### config.mk
export PLATFORM = sky130hd
export DESIGN_NAME = minbd_side_buffer_flat
export DESIGN_NICKNAME = d
export VERILOG_FILES = /design/src/rtl/minbd_side_buffer_if.sv /design/src/rtl/minbd_side_buffer.sv /design/src/flat_wrapper.sv
export SDC_FILE = /design/constraint.sdc
export NUM_CORES = 1
export LEC_CHECK = 0
export ABC_CLOCK_PERIOD_IN_PS = 2400
export CAP_MARGIN = 20
export CORE_MARGIN = 2
export CORE_UTILIZATION = 30
export DETAILED_ROUTE_END_ITERATION = 8
export SYNTH_ARGS = -nofsm -noshare
export SYNTH_HDL_FRONTEND = slang
export SYNTH_SLANG_ARGS = --single-unit
### constraint.sdc
create_clock -name clk -period 2.4 [get_ports clk]
set_input_delay 0.48 -clock clk [delete_from_list [all_inputs] [get_ports clk]]
set_output_delay 0.48 -clock clk [all_outputs]
set_load 0.1 [all_outputs]
### src/rtl/minbd_side_buffer_if.sv
// Flit type shared by the MinBD side-buffer and its bus interface.
// The interface bundles the permutation-network inputs, output links and re-injection port.
package minbd_sb_pkg;

  typedef struct packed {
    logic        vld;
    logic        golden;
    logic        silver;
    logic        deflect;
    logic [3:0]  dst;
    logic [23:0] payload;
  } flit_int_t;

endpackage

interface minbd_sb_if #(
  parameter int SB_DEPTH = 4
);
  import minbd_sb_pkg::*;

  localparam int CNT_W = $clog2(SB_DEPTH) + 1;

  flit_int_t        pn_in_0;
  flit_int_t        pn_in_1;
  flit_int_t        pn_in_2;
  flit_int_t        pn_in_3;
  flit_int_t        link_out_0;
  flit_int_t        link_out_1;
  flit_int_t        link_out_2;
  flit_int_t        link_out_3;
  flit_int_t        sb_out;
  logic             sb_out_vld;
  logic             sb_out_rdy;
  logic             sb_redirect_req;
  logic [CNT_W-1:0] sb_count;
  logic [15:0]      sb_stat_buffered;
  logic [15:0]      sb_stat_redirect;

  // Router side: drives the permuted flits and the re-injection ready.
  modport master (
    output pn_in_0, pn_in_1, pn_in_2, pn_in_3, sb_out_rdy,
    input  link_out_0, link_out_1, link_out_2, link_out_3,
    input  sb_out, sb_out_vld, sb_redirect_req, sb_count,
    input  sb_stat_buffered, sb_stat_redirect
  );

  modport slave (
    input  pn_in_0, pn_in_1, pn_in_2, pn_in_3, sb_out_rdy,
    output link_out_0, link_out_1, link_out_2, link_out_3,
    output sb_out, sb_out_vld, sb_redirect_req, sb_count,
    output sb_stat_buffered, sb_stat_redirect
  );

endinterface

### src/rtl/minbd_side_buffer.sv
// MinBD side-buffer: registers permuted flits onto the links and pulls one deflected flit per cycle into a FIFO.
// Optional statistics counters are enabled with `define MINBD_SB_STATS_EN.
module minbd_side_buffer
  import minbd_sb_pkg::*;
#(
  parameter int SB_DEPTH     = 4,
  parameter int REDIR_THRESH = 2
) (
  input logic       clk,
  input logic       rst_n,
  minbd_sb_if.slave bus
);

  localparam int PTR_W = $clog2(SB_DEPTH);
  localparam int CNT_W = PTR_W + 1;

  typedef enum logic [1:0] {
    ST_EMPTY,
    ST_WAIT,
    ST_REDIRECT
  } sb_state_e;

  flit_int_t        w_pn     [4];
  flit_int_t        w_link_d [4];
  flit_int_t        r_link   [4];
  flit_int_t        r_mem    [SB_DEPTH];
  flit_int_t        w_wr_flit;

  logic [PTR_W-1:0] r_wr_ptr;
  logic [PTR_W-1:0] r_rd_ptr;
  logic [CNT_W-1:0] r_count;

  logic             w_cand_vld;
  logic [1:0]       w_cand_idx;
  logic             w_head_vld;
  logic             w_pop;
  logic             w_push;
  logic             w_stalled;
  logic             w_empties;

  sb_state_e        r_state;
  sb_state_e        w_state_nxt;
  logic [3:0]       r_stall;
  logic [3:0]       w_stall_nxt;
  logic [3:0]       w_stall_inc;
  logic             r_redirect_req;

  assign w_pn[0] = bus.pn_in_0;
  assign w_pn[1] = bus.pn_in_1;
  assign w_pn[2] = bus.pn_in_2;
  assign w_pn[3] = bus.pn_in_3;

  // Lowest-index deflected non-golden flit wins; scanning downward lets the lowest overwrite.
  always_comb begin
    w_cand_vld = 1'b0;
    w_cand_idx = '0;
    for (int i = 3; i >= 0; i--) begin
      if (w_pn[i].vld && w_pn[i].deflect && !w_pn[i].golden) begin
        w_cand_vld = 1'b1;
        w_cand_idx = 2'(i);
      end
    end
  end

  assign w_head_vld = (r_count != '0);
  assign w_pop      = w_head_vld && bus.sb_out_rdy;
  assign w_push     = w_cand_vld && ((r_count < CNT_W'(SB_DEPTH)) || w_pop);

  always_comb begin
    w_wr_flit         = w_pn[w_cand_idx];
    w_wr_flit.deflect = 1'b0;
  end

  always_comb begin
    for (int i = 0; i < 4; i++) begin
      w_link_d[i] = w_pn[i];
      if (w_push && (w_cand_idx == 2'(i))) begin
        w_link_d[i].vld = 1'b0;
      end
    end
  end

  // NOTE: sequential state uses non-blocking assignments so every register samples pre-edge values.
  always_ff @(posedge clk) begin
    if (!rst_n) begin
      for (int i = 0; i < 4; i++) begin
        r_link[i] <= '0;
      end
    end else begin
      for (int i = 0; i < 4; i++) begin
        r_link[i] <= w_link_d[i];
      end
    end
  end

  assign bus.link_out_0 = r_link[0];
  assign bus.link_out_1 = r_link[1];
  assign bus.link_out_2 = r_link[2];
  assign bus.link_out_3 = r_link[3];

  // NOTE: storage has no reset; pointers and count alone define which entries are live.
  always_ff @(posedge clk) begin
    if (w_push) begin
      r_mem[r_wr_ptr] <= w_wr_flit;
    end
  end

  always_ff @(posedge clk) begin
    if (!rst_n) begin
      r_wr_ptr <= '0;
      r_rd_ptr <= '0;
      r_count  <= '0;
    end else begin
      if (w_push) begin
        r_wr_ptr <= r_wr_ptr + 1'b1;
      end
      if (w_pop) begin
        r_rd_ptr <= r_rd_ptr + 1'b1;
      end
      case ({w_push, w_pop})
        2'b10:   r_count <= r_count + 1'b1;
        2'b01:   r_count <= r_count - 1'b1;
        default: r_count <= r_count;
      endcase
    end
  end

  assign bus.sb_out     = r_mem[r_rd_ptr];
  assign bus.sb_out_vld = w_head_vld;
  assign bus.sb_count   = r_count;

  assign w_stalled   = w_head_vld && !bus.sb_out_rdy;
  assign w_empties   = w_pop && !w_push && (r_count == CNT_W'(1));
  assign w_stall_inc = (r_stall == 4'hF) ? r_stall : r_stall + 4'd1;

  always_ff @(posedge clk) begin
    if (!rst_n) begin
      r_state        <= ST_EMPTY;
      r_stall        <= '0;
      r_redirect_req <= 1'b0;
    end else begin
      r_state        <= w_state_nxt;
      r_stall        <= w_stall_nxt;
      r_redirect_req <= (w_state_nxt == ST_REDIRECT);
    end
  end

  // NOTE: defaults first so every path assigns every output and no latch is inferred.
  always_comb begin
    w_state_nxt = r_state;
    w_stall_nxt = r_stall;
    case (r_state)
      ST_EMPTY: begin
        if (w_push) begin
          w_state_nxt = ST_WAIT;
        end
      end
      ST_WAIT: begin
        if (w_pop) begin
          w_stall_nxt = '0;
          if (w_empties) begin
            w_state_nxt = ST_EMPTY;
          end
        end else if (w_stalled) begin
          w_stall_nxt = w_stall_inc;
          if (w_stall_inc >= 4'(REDIR_THRESH)) begin
            w_state_nxt = ST_REDIRECT;
          end
        end
      end
      ST_REDIRECT: begin
        if (w_pop) begin
          w_stall_nxt = '0;
          w_state_nxt = w_empties ? ST_EMPTY : ST_WAIT;
        end else if (w_stalled) begin
          w_stall_nxt = w_stall_inc;
        end
      end
      default: begin
        w_state_nxt = ST_EMPTY;
        w_stall_nxt = '0;
      end
    endcase
  end

  assign bus.sb_redirect_req = r_redirect_req;

`ifdef MINBD_SB_STATS_EN
  logic [15:0] r_stat_buffered;
  logic [15:0] r_stat_redirect;

  always_ff @(posedge clk) begin
    if (!rst_n) begin
      r_stat_buffered <= '0;
      r_stat_redirect <= '0;
    end else begin
      if (w_push && (r_stat_buffered != 16'hFFFF)) begin
        r_stat_buffered <= r_stat_buffered + 16'd1;
      end
      if ((r_state == ST_WAIT) && (w_state_nxt == ST_REDIRECT) &&
          (r_stat_redirect != 16'hFFFF)) begin
        r_stat_redirect <= r_stat_redirect + 16'd1;
      end
    end
  end

  assign bus.sb_stat_buffered = r_stat_buffered;
  assign bus.sb_stat_redirect = r_stat_redirect;
`else
  assign bus.sb_stat_buffered = '0;
  assign bus.sb_stat_redirect = '0;
`endif

endmodule

### src/flat_wrapper.sv
// flat-port wrapper written by rule: the top's interface ports become plain ports
module minbd_side_buffer_flat import minbd_sb_pkg::*;
#(
  parameter int SB_DEPTH     = 4,
  parameter int REDIR_THRESH = 2
)
  (clk, rst_n, bus_pn_in_0, bus_pn_in_1, bus_pn_in_2, bus_pn_in_3, bus_sb_out_rdy, bus_link_out_0, bus_link_out_1, bus_link_out_2, bus_link_out_3, bus_sb_out, bus_sb_out_vld, bus_sb_redirect_req, bus_sb_count, bus_sb_stat_buffered, bus_sb_stat_redirect);
  minbd_sb_if #(.SB_DEPTH(SB_DEPTH)) bus_i ();
  input logic clk;
  input logic rst_n;
  input wire logic [$bits(bus_i.pn_in_0)-1:0] bus_pn_in_0;
  input wire logic [$bits(bus_i.pn_in_1)-1:0] bus_pn_in_1;
  input wire logic [$bits(bus_i.pn_in_2)-1:0] bus_pn_in_2;
  input wire logic [$bits(bus_i.pn_in_3)-1:0] bus_pn_in_3;
  input wire logic [$bits(bus_i.sb_out_rdy)-1:0] bus_sb_out_rdy;
  output wire logic [$bits(bus_i.link_out_0)-1:0] bus_link_out_0;
  output wire logic [$bits(bus_i.link_out_1)-1:0] bus_link_out_1;
  output wire logic [$bits(bus_i.link_out_2)-1:0] bus_link_out_2;
  output wire logic [$bits(bus_i.link_out_3)-1:0] bus_link_out_3;
  output wire logic [$bits(bus_i.sb_out)-1:0] bus_sb_out;
  output wire logic [$bits(bus_i.sb_out_vld)-1:0] bus_sb_out_vld;
  output wire logic [$bits(bus_i.sb_redirect_req)-1:0] bus_sb_redirect_req;
  output wire logic [$bits(bus_i.sb_count)-1:0] bus_sb_count;
  output wire logic [$bits(bus_i.sb_stat_buffered)-1:0] bus_sb_stat_buffered;
  output wire logic [$bits(bus_i.sb_stat_redirect)-1:0] bus_sb_stat_redirect;
  assign bus_i.pn_in_0 = bus_pn_in_0;
  assign bus_i.pn_in_1 = bus_pn_in_1;
  assign bus_i.pn_in_2 = bus_pn_in_2;
  assign bus_i.pn_in_3 = bus_pn_in_3;
  assign bus_i.sb_out_rdy = bus_sb_out_rdy;
  assign bus_link_out_0 = bus_i.link_out_0;
  assign bus_link_out_1 = bus_i.link_out_1;
  assign bus_link_out_2 = bus_i.link_out_2;
  assign bus_link_out_3 = bus_i.link_out_3;
  assign bus_sb_out = bus_i.sb_out;
  assign bus_sb_out_vld = bus_i.sb_out_vld;
  assign bus_sb_redirect_req = bus_i.sb_redirect_req;
  assign bus_sb_count = bus_i.sb_count;
  assign bus_sb_stat_buffered = bus_i.sb_stat_buffered;
  assign bus_sb_stat_redirect = bus_i.sb_stat_redirect;
  minbd_side_buffer #(.SB_DEPTH(SB_DEPTH), .REDIR_THRESH(REDIR_THRESH)) u_core (.clk(clk), .rst_n(rst_n), .bus(bus_i));
endmodule
Word-level counts from Yosys, hierarchy flattened --
Memory sizes are Yosys's and may differ from the RTL's. A register that Yosys moved wholly into a read port is not among the register bits. Index checks and enable logic that the tools add are counted.
Word-level totals: register bits after elaboration 14, RAM bits 252, input port bits 131, output and inout port bits 197, logic and storage cells 101, memories kept 2
Cells by class: add/sub/neg operators 5, magnitude comparators 3, eq/ne operators 11, mux-type cells 38, bitwise gates (word level) 6, reduce and logical (&&, ||, !) cells 30
Memories:
- u_core.r_link | words 4, bits a word 32, read ports 4, clocked after memory_dff 0, write ports 4, line minbd_side_buffer.sv:25 | flit_int_t r_link [4];
- u_core.r_mem | words 4, bits a word 31, read ports 1, clocked after memory_dff 1, write ports 1, line minbd_side_buffer.sv:26 | flit_int_t r_mem [SB_DEPTH];
Operator list (number):
- $mux 32 | 6
- $bmux 32 s2 | 1
- $mux 2 | 12
- $logic_and 1x1->1 | 17
- $mux 1 | 13
- $mux 4 | 3
- $eq 2x2->1 const B | 5
- $pmux 4 s2 | 1
- $eq 2x1->1 const B | 3
- $logic_not 1->1 | 6
- $pmux 2 s3 | 1
- $pmux 3 s2 | 1
- $add 2x1->2 const B | 2
- $add 4x1->4 const B | 1
- $eq 4x4->1 const B | 1
- $ge 4x2->1 const B | 1
- $logic_not 2->1 | 2
- $or 1x1->1 | 4
- $add 3x1->3 const B | 1
- $eq 3x1->1 const B | 1
- $ge 3x3->1 const B | 1
- $lt 3x3->1 const B | 1
- $ne 3x1->1 const B | 1
- $not 2->3 | 1
- 7 further kinds | 7

Longest topological paths before layout --
Gate-level depths: netlist of the first run.
depth in word-level cells 14, gate-level depth with buffers 12, mapped depth without buffers 12

Worst setup path before layout of the first run --
OpenSTA, ideal clock, no wires.
path kind reg-to-reg, start register u_core.r_count[1], in the netlist u_core.bus.sb_count[1], end register u_core.r_redirect_req, in the netlist u_core.bus.sb_redirect_req, setup time 0.126 ns, arrival 3.427 ns, data required time 2.274 ns, setup slack -1.154 ns, cell stages (with the launch flop) 13, buffers on the path 0, period minus slack after synthesis 3.554 ns, path through dfxtp_1 inv_1 ha_1 nor2b_2 inv_1 nand2_1 inv_1 ha_1 nand4b_1 nor2_1 o22ai_1 a22oi_1 nor4_2
On the way: longest elaborated chain between the ends 11, elaborated cells between the ends (all ways) 18, classes of those cells order compare: 1; eq/ne: 2; mux: 7; reduce/logical: 8
RTL lines:
- from (decl) | line minbd_side_buffer.sv:31 | logic [CNT_W-1:0] r_count;
- from (signal assigned) | line minbd_side_buffer.sv:121 | 2'b10: r_count <= r_count + 1'b1;
- from (signal assigned) | line minbd_side_buffer.sv:122 | 2'b01: r_count <= r_count - 1'b1;
- from (signal assigned) | line minbd_side_buffer.sv:123 | default: r_count <= r_count;
- $reduce_bool 3->1 * | line minbd_side_buffer.sv:65 | assign w_head_vld = (r_count != '0);
- via bus_sb_out_vld | line flat_wrapper.sv:21 | output wire logic [$bits(bus_i.sb_out_vld)-1:0] bus_sb_out_vld;
- $logic_and 1x1->1 * | line minbd_side_buffer.sv:66 | assign w_pop = w_head_vld && bus.sb_out_rdy;
- via u_core.w_pop | line minbd_side_buffer.sv:36 | logic w_pop;
- $logic_or 1x1->1 | line minbd_side_buffer.sv:67 | assign w_push = w_cand_vld && ((r_count < CNT_W'(SB_DEPTH)) || w_pop);
- $logic_and 1x1->1 | line minbd_side_buffer.sv:67
- $logic_not 1->1 | line minbd_side_buffer.sv:133 | assign w_empties = w_pop && !w_push && (r_count == CNT_W'(1));
- $logic_and 1x1->1 (2 in series) | line minbd_side_buffer.sv:133
- $mux 1 or $mux 2 (tied branches) | line minbd_side_buffer.sv:174, minbd_side_buffer.sv:161
- $mux 2 (on tied branches) | line minbd_side_buffer.sv:172, minbd_side_buffer.sv:159
- $pmux 2 s3 * | line minbd_side_buffer.sv:152 | case (r_state)
- $eq 2x2->1 * | line minbd_side_buffer.sv:144 | r_redirect_req <= (w_state_nxt == ST_REDIRECT);
- to (signal assigned) | line minbd_side_buffer.sv:144
- to (decl) | line minbd_side_buffer.sv:46 | logic r_redirect_req;
The timed path passes the listed nets; every way through them passes the cells marked *. A chain may end at the register's enable or synchronous reset.

==> reports/summary.md, run 1 <==
For the initial core utilization, the log shows 0.305. The number of antenna violations at the first check in global routing is 1, and the worst-case clock buffer depth is 3. The overall routed net length was 30300 um. The via count was 6617; the power per cell area was 1100 nW/um^2. Of all cell types, the one taking the most synthesized area is edfxtp_1. For this design the top-level I/O count stands at 328. The worst slew slack as a fraction of its limit is 0.607. The y dimension of the die came out at 186 um. The number of clock buffers added by TritonCTS is 29. In the final routed layout, each cell accounts on average for 20.5 um. Synthesis instantiated 49 different standard cells from the library.

In the routed design, unresolved DRC markers number 0. In this run, placement finished with an instance count of 1417. Setup repair after global routing could not meet its margin everywhere. The all-layer global routing usage was 0.170; the max-cap check violation count was 0. The Yosys step of the flow raised 0 warnings.

By instance count, the cell type seen most on the critical path is buf_12. The largest delay contributor family on the critical path was multiplexers. The slowest stage cell on the critical path is mux4_2. Row generation in the floorplan step produced 66 rows. The logs give 23.2 ps for the worst-case clock skew and 34500 sq um for the die footprint. After technology mapping, the gate count stands at 692. The tools report the kind of start point of the critical path as a flip-flop. The final reports fail on negative setup slack. The number of hold violations in the final report is 0.

The synthesized netlist occupies a cell area of 9920 sq um. Total of flip-flops plus latches after synthesis: 268. The most used flip-flop cell after synthesis is dfxtp_1. The critical-path maximum fanout came out at 8.

Once detail routing completed, the nets flagged for antenna violations numbered 0. The stage delay of the slowest cell on the critical path came out at 540 ps. TritonCTS built the clock tree. The die is 186 um wide. The final worst setup slack came out at -35.1 ps. For the number of clock sinks seen by CTS, the log shows 268. The critical path in this run is classified as reg -> out.

Number of max-slew violations in the final report: 0. The number of buffers and inverters on the critical path is 3. Proportion of netlist area held by the largest area contributor: 0.375.

In the post-synthesis netlist, the biggest area contributors are edfxtp_1, dfxtp_1, and2_1. Clock latency on the worst-skew pair, taken at its later pin, is 560 ps. The share of async-settable or async-resettable flops after synthesis is 0.

Core area: 32500 sq um. Number of hold buffers added after cts: 0. Critical path endpoint category: an output pin. The clock transition time at the flip-flop clock pins of the worst setup and hold paths works out to 60 ps. The run finished, with violations left.

For the pin with the worst max-slew slack, the measured transition is 582 ps. The run gives 0 as the global-route congestion overflow total. The worst hold path class is in -> reg.

The number of global-route vias before repair is 6708. The tools report the cell at the root of the clock tree as clkbuf_16. The iteration-0 DRC count of the detailed router came out at 333. Entering global routing, the biggest net connects 73 pins.

Using the TritonRoute via totals, the vias-per-cell ratio works out to 4.48. The tools report the tightest hold margin as 351 ps. The logs give 1156 for the number of nets in the layout and 5 for the count of TritonRoute iterations in the first routing pass. Across the VDD grid, the largest voltage drop is 0.753 mV. The signal on the critical path passes through buf_12, buf_16, mux4_2, buf_12. The maximum operating frequency was 411 MHz. In the layout the commonest cells are buf_4, dfxtp_1, clkdlybuf4s50_1, and2_1, edfxtp_1. The average instance in the mapped netlist occupies 14.3 sq um. The logs give 0.808 for the final weighted congestion of routability-driven global placement and 1 for the CTS H-tree depth.

Compared with the post-synthesis result, the final layout area differs by 47.3%. The wire-length estimate of the detail-placed layout is 21600 um. The clock period minus worst slack works out to 2440 ps.

In this run the tool buffered the top-level ports with 294 buffer cells. The number of cells in the finished layout apart from fillers came out at 1477. Setup violations remaining at the end of the flow were counted as 22. The final clock period utilization by the worst path came out at 1.01.

The proportion of layout cells with a drive suffix above 1 came out at 0.289. The sequential-to-total area share from yosys stat was 0.666; the leakage power was 5.72 nW. For the data arrival at the endpoint of the critical path, the log shows 1960 ps. Leaving out fill and tap cells, the most frequent cell in the layout is buf_4. In this run, synthesis inferred 124 flip-flops with an integrated enable. Data on the critical path is required at its endpoint by 1920 ps. The global-route wire length before repair was 43300 um.
## synthesized netlist by cell type (4+ instances only)
master and count:
a22oi_1 30, o21ai_0 4, nand2_1 8, edfxtp_1 124
nand3_1 4, nor2_1 42, and2_1 128, buf_2 9
buf_4 33, xor2_1 5, ha_1 14, a21oi_1 8
inv_1 12, clkbuf_1 26, mux4_2 31, dfxtp_1 144
a221o_1 29
## flip-flops by register name (all words and copies together), names as in the netlist, named ones only
signal and flops:
u_core.r_link 128, u_core.r_mem 124, u_core.r_stall 4, u_core.bus.sb_count 3, u_core.r_rd_ptr 2, u_core.r_state 2, u_core.r_wr_ptr 2, u_core.bus.sb_redirect_req 1
## worst paths after layout
path         slack [ps]                                start  depth (start not counted)                                     to
max                 -40                            flip-flop                          4                          bus_sb_out[0]
min                 350                                rst_n                          2         u_core.r_stall[3]$_SDFFE_PN0P_
min reg2reg         530      u_core.r_rd_ptr[1]$_SDFFE_PN0P_                          2                              flip-flop
max reg2reg         340  u_core.bus.sb_count[0]$_SDFFE_PN0P_                         12  u_core.bus.sb_redirect_req$_SDFF_PN0_
## layer usage
metal  vias to the layer above  track usage  wire length (um)
met2                       225        0.290             15100
met4                         0       0.0419               529
li1                       3086            -                 -
met3                        39       0.0327              1840
met5                         -            0                 0
met1                      3267        0.222             12900
## logic make-up after synthesis
group,Yosys count,synth area share
DFF,268,0.666
and+or+nand+nor,204,0.121
AOI/OAI and AO/OA,83,0.0715
buffers and inverters,83,0.0465
muxes,33,0.0724
adders and majority gates,14,0.0177
xor gates and xnor gates,6,0.00530
other,1,0.000378
## where the power goes
part	switching (W)	total (W)	leakage, nW	internal (W)
Sequential	0.000132	0.00532	2.34	0.00519
Clock	0.00182	0.00442	0.457	0.00260
Combinational	0.00421	0.00633	2.92	0.00212
## through the flow
stage          power (W)   util  cell area, sq um  setup TNS, ps  setup slack, ps
2_1_floorplan    0.00950      -             10100           -130            -55.1
3_3_place_gp      0.0116  0.417             13600          -1200             -128
3_5_place_dp      0.0116  0.417             13600          -2200             -185
4_1_cts           0.0163  0.449             14600          -1980            -95.4
5_1_grt           0.0166  0.449             14600          -2150            -96.1
6_report          0.0161  0.449             14600           -381            -35.1
## area by class of cell
cell class	count	area [sq um]
fill	2984	17900
timing repair buffer	326	3430
inverter	13	52.6
clock inverter	12	130
multi-input combinational	373	3010
clock buffer	41	821
antenna	2	5.00
tap	442	553
sequential	268	6620
## what timing repair did
| item | in CTS | in global routing |
|---|---|---|
| cloned | 3 | 0 |
| setup endpoints to repair | 31 | 31 |
| resized for setup | 3 | 3 |
| pin swaps | 0 | 0 |
| hold endpoints to repair | 0 | 0 |
| buffers inserted | 2 | 1 |
(Power assumes the default switching activity.)
==> run 2: changes to the inputs <==
--- a/config.mk
+++ b/config.mk
@@ -10,6 +10,7 @@
 export CORE_MARGIN = 2
 export CORE_UTILIZATION = 30
 export DETAILED_ROUTE_END_ITERATION = 8
+export PLACE_DENSITY = 0.57
 export SYNTH_ARGS = -nofsm -noshare
 export SYNTH_HDL_FRONTEND = slang
 export SYNTH_SLANG_ARGS = --single-unit
==> run 2 against run 1 <==
The flow still finishes with violations (negative setup slack); critical path type unchanged; combinational power is 1% lower; first-iteration DRC count is 23% higher; routed wire length is 2.8% higher; die area stayed put; critical path depth is 1 lower; hold slack better by 30 ps; power is 3.3% higher.
==> reports/summary.md, run 2 (synthesis results as in run 1) <==
The final core utilization was 0.452; the number of rows in the core area was 66. The tools report the number of max-slew violations in the final report as 0. Summing all non-filler instances in the final layout gives an area of 14700 sq um.

The count of TritonRoute iterations in the first routing pass was 6; the detail-routed via count per cell was 4.49. The iteration-0 DRC count of the detailed router was 411; the number of hold buffers added after cts was 0. The path class of the tightest hold or removal check is in -> reg. The clock transition time at the flip-flop clock pins of the worst setup and hold paths is 60 ps. The die covers 34500 sq um. From bottom edge to top edge, the die measures 186 um. In this run the horizontal extent of the chip is 186 um. The critical path data required time is 1920 ps, and the area added between synthesis and finish is 48.2%. The logs give 1422 for the cell total after placement and 23000 um for the half-perimeter wire length after placement. The number of nets in the layout is 1159. Setup repair after global routing could not meet its margin everywhere.

The first global-routing pass estimated 44600 um of wire. The count of buffers added on input and output ports is 294. Remaining number of nets flagged by the antenna check after routing: 0. The design draws 0.0166 W. Core area: 32500 sq um. The critical path in this run is classified as reg -> out. During I/O placement, the number of pins put on the boundary was 328. The total cell area at the placement stage is 13500 sq um. The run finished, with violations left. Clock latency on the worst-skew pair, taken at its later pin, is 550 ps.

The logs give 0 for the number of hold violations in the final report and -313 ps for the total negative slack for setup checks. The peak supply drop was 0.808 mV; the count of inserted antenna diode cells was 0. Buffers inserted during clock tree synthesis total 30. The run gives 1 as the CTS H-tree depth. For this run, the number of standard cells in the final layout without fillers is 1480. After global routing the overflow that remains totals 0. The kind of start point of the critical path is a flip-flop. In the layout the commonest cells are buf_4, dfxtp_1, clkdlybuf4s50_1, and2_1, edfxtp_1.

For the pin with the worst max-slew slack, the measured transition is 501 ps. The number of clock sinks seen by CTS was 268. Entering global routing, the biggest net connects 53 pins. The largest registers in the layout are u_core.r_link x128, u_core.r_mem x124, u_core.r_stall x4. Counting along the longest clock path gives a buffer depth of 3.

Most frequent standard cell in the layout excluding fill and tap cells: buf_4. The initial core utilization is 0.305, and the max-cap check violation count is 0. Proportion of layout cells with a drive suffix above 1: 0.292. Most flop-heavy register: u_core.r_link. For the worst slew slack as a fraction of its limit, the log shows 0.661.

The critical path endpoint category was an output pin. The overall routed net length is 31200 um, and the data arrival at the endpoint of the critical path is 1970 ps. For this design the ratio of total power to cell area is 1130 nW/um^2. The number of global-route vias before repair was 6666. The critical-path maximum fanout came out at 8. For the finished layout, the period the worst path requires is 2450 ps. The detailed router placed 6638 vias in this run. The worst-case clock skew came out at 8.96 ps. The final clock period utilization by the worst path was 1.02.

The final reports fail on negative setup slack. TritonCTS built the clock tree. Number of antenna violations at the first check in global routing: 1.

The register with the most flip-flops in the layout has 128 of them. Fill cells in the final layout number 3012. The final routed DRC violation total was 0. The final weighted congestion of routability-driven global placement is 0.795, and the leakage power is 5.79 nW. The cell at the root of the clock tree is clkbuf_16. The all-layer global routing usage is 0.176, and the final worst setup slack is -52.2 ps.

Setup violations remaining at the end of the flow were counted as 19. Per-cell routed wire length: 21.1 um. Maximum operating frequency: 408 MHz.
## run 2: changes by cell type in the layout (fill, tap and decap cells not counted), sizes merged
cell / delta
clkinv: +2
bufinv: +3
diode: -2
clkbuf: +3
buf: +2
clkinvlp: -3
inv: -2
## run 2: worst max-delay path, stage by stage, from the launching register on
cell and delay [ps]:
dfxtp_4 430, buf_12 170, mux4_2 600, buf_12 210
## run 2: layer usage
metal  vias up  GRT usage  part of all wire
met3        27     0.0323             0.064
li1       3088          -                 -
met5         -          0                 0
met4         0     0.0337             0.011
met1      3268      0.237              0.42
met2       255      0.299              0.50
## run 2: cell type report
class,count,area (sq um),area share
clock buffer,44,917,0.0624
tap,442,553,0.0376
clock inverter,12,180,0.0123
sequential,268,6620,0.450
multi-input combinational,373,3010,0.204
timing repair buffer,328,3380,0.230
inverter,13,52.6,0.00357
## run 2: timing repair
item	CTS	global route
pin swaps	0	0
hold endpoints to repair	0	0
cloned	2	0
setup buffers	0	0
setup endpoints to repair	31	31
resized for setup	3	0
## run 2: final timing paths
check / startpoint / to / slack, ps / cells after the start
worst max-delay path: flip-flop / bus_sb_out[12] / -50 / 3
worst min-delay path: rst_n / u_core.r_link[3][31]$_SDFF_PP0_ / 380 / 3
worst max register to register: u_core.bus.sb_count[0]$_SDFFE_PN0P_ / u_core.r_state[1]$_SDFF_PN0_ / 340 / 12
worst min register to register: u_core.r_rd_ptr[1]$_SDFFE_PN0P_ / u_core.r_rd_ptr[1]$_SDFFE_PN0P_ / 530 / 2
## run 2: where the power goes
part / internal (W) / total, W / switching, W
Combinational: 0.00205 / 0.00625 / 0.00419
Sequential: 0.00519 / 0.00534 / 0.000148
Clock: 0.00316 / 0.00501 / 0.00184
Total: 0.0104 / 0.0166 / 0.00618
## run 2: stage by stage
stage	hold slack (ps)	setup slack, ps
6_report	381	-52.2
3_5_place_dp	520	-43.9
4_1_cts	362	-81.1
3_3_place_gp	507	4.83
2_1_floorplan	485	-55.1
5_1_grt	397	-110
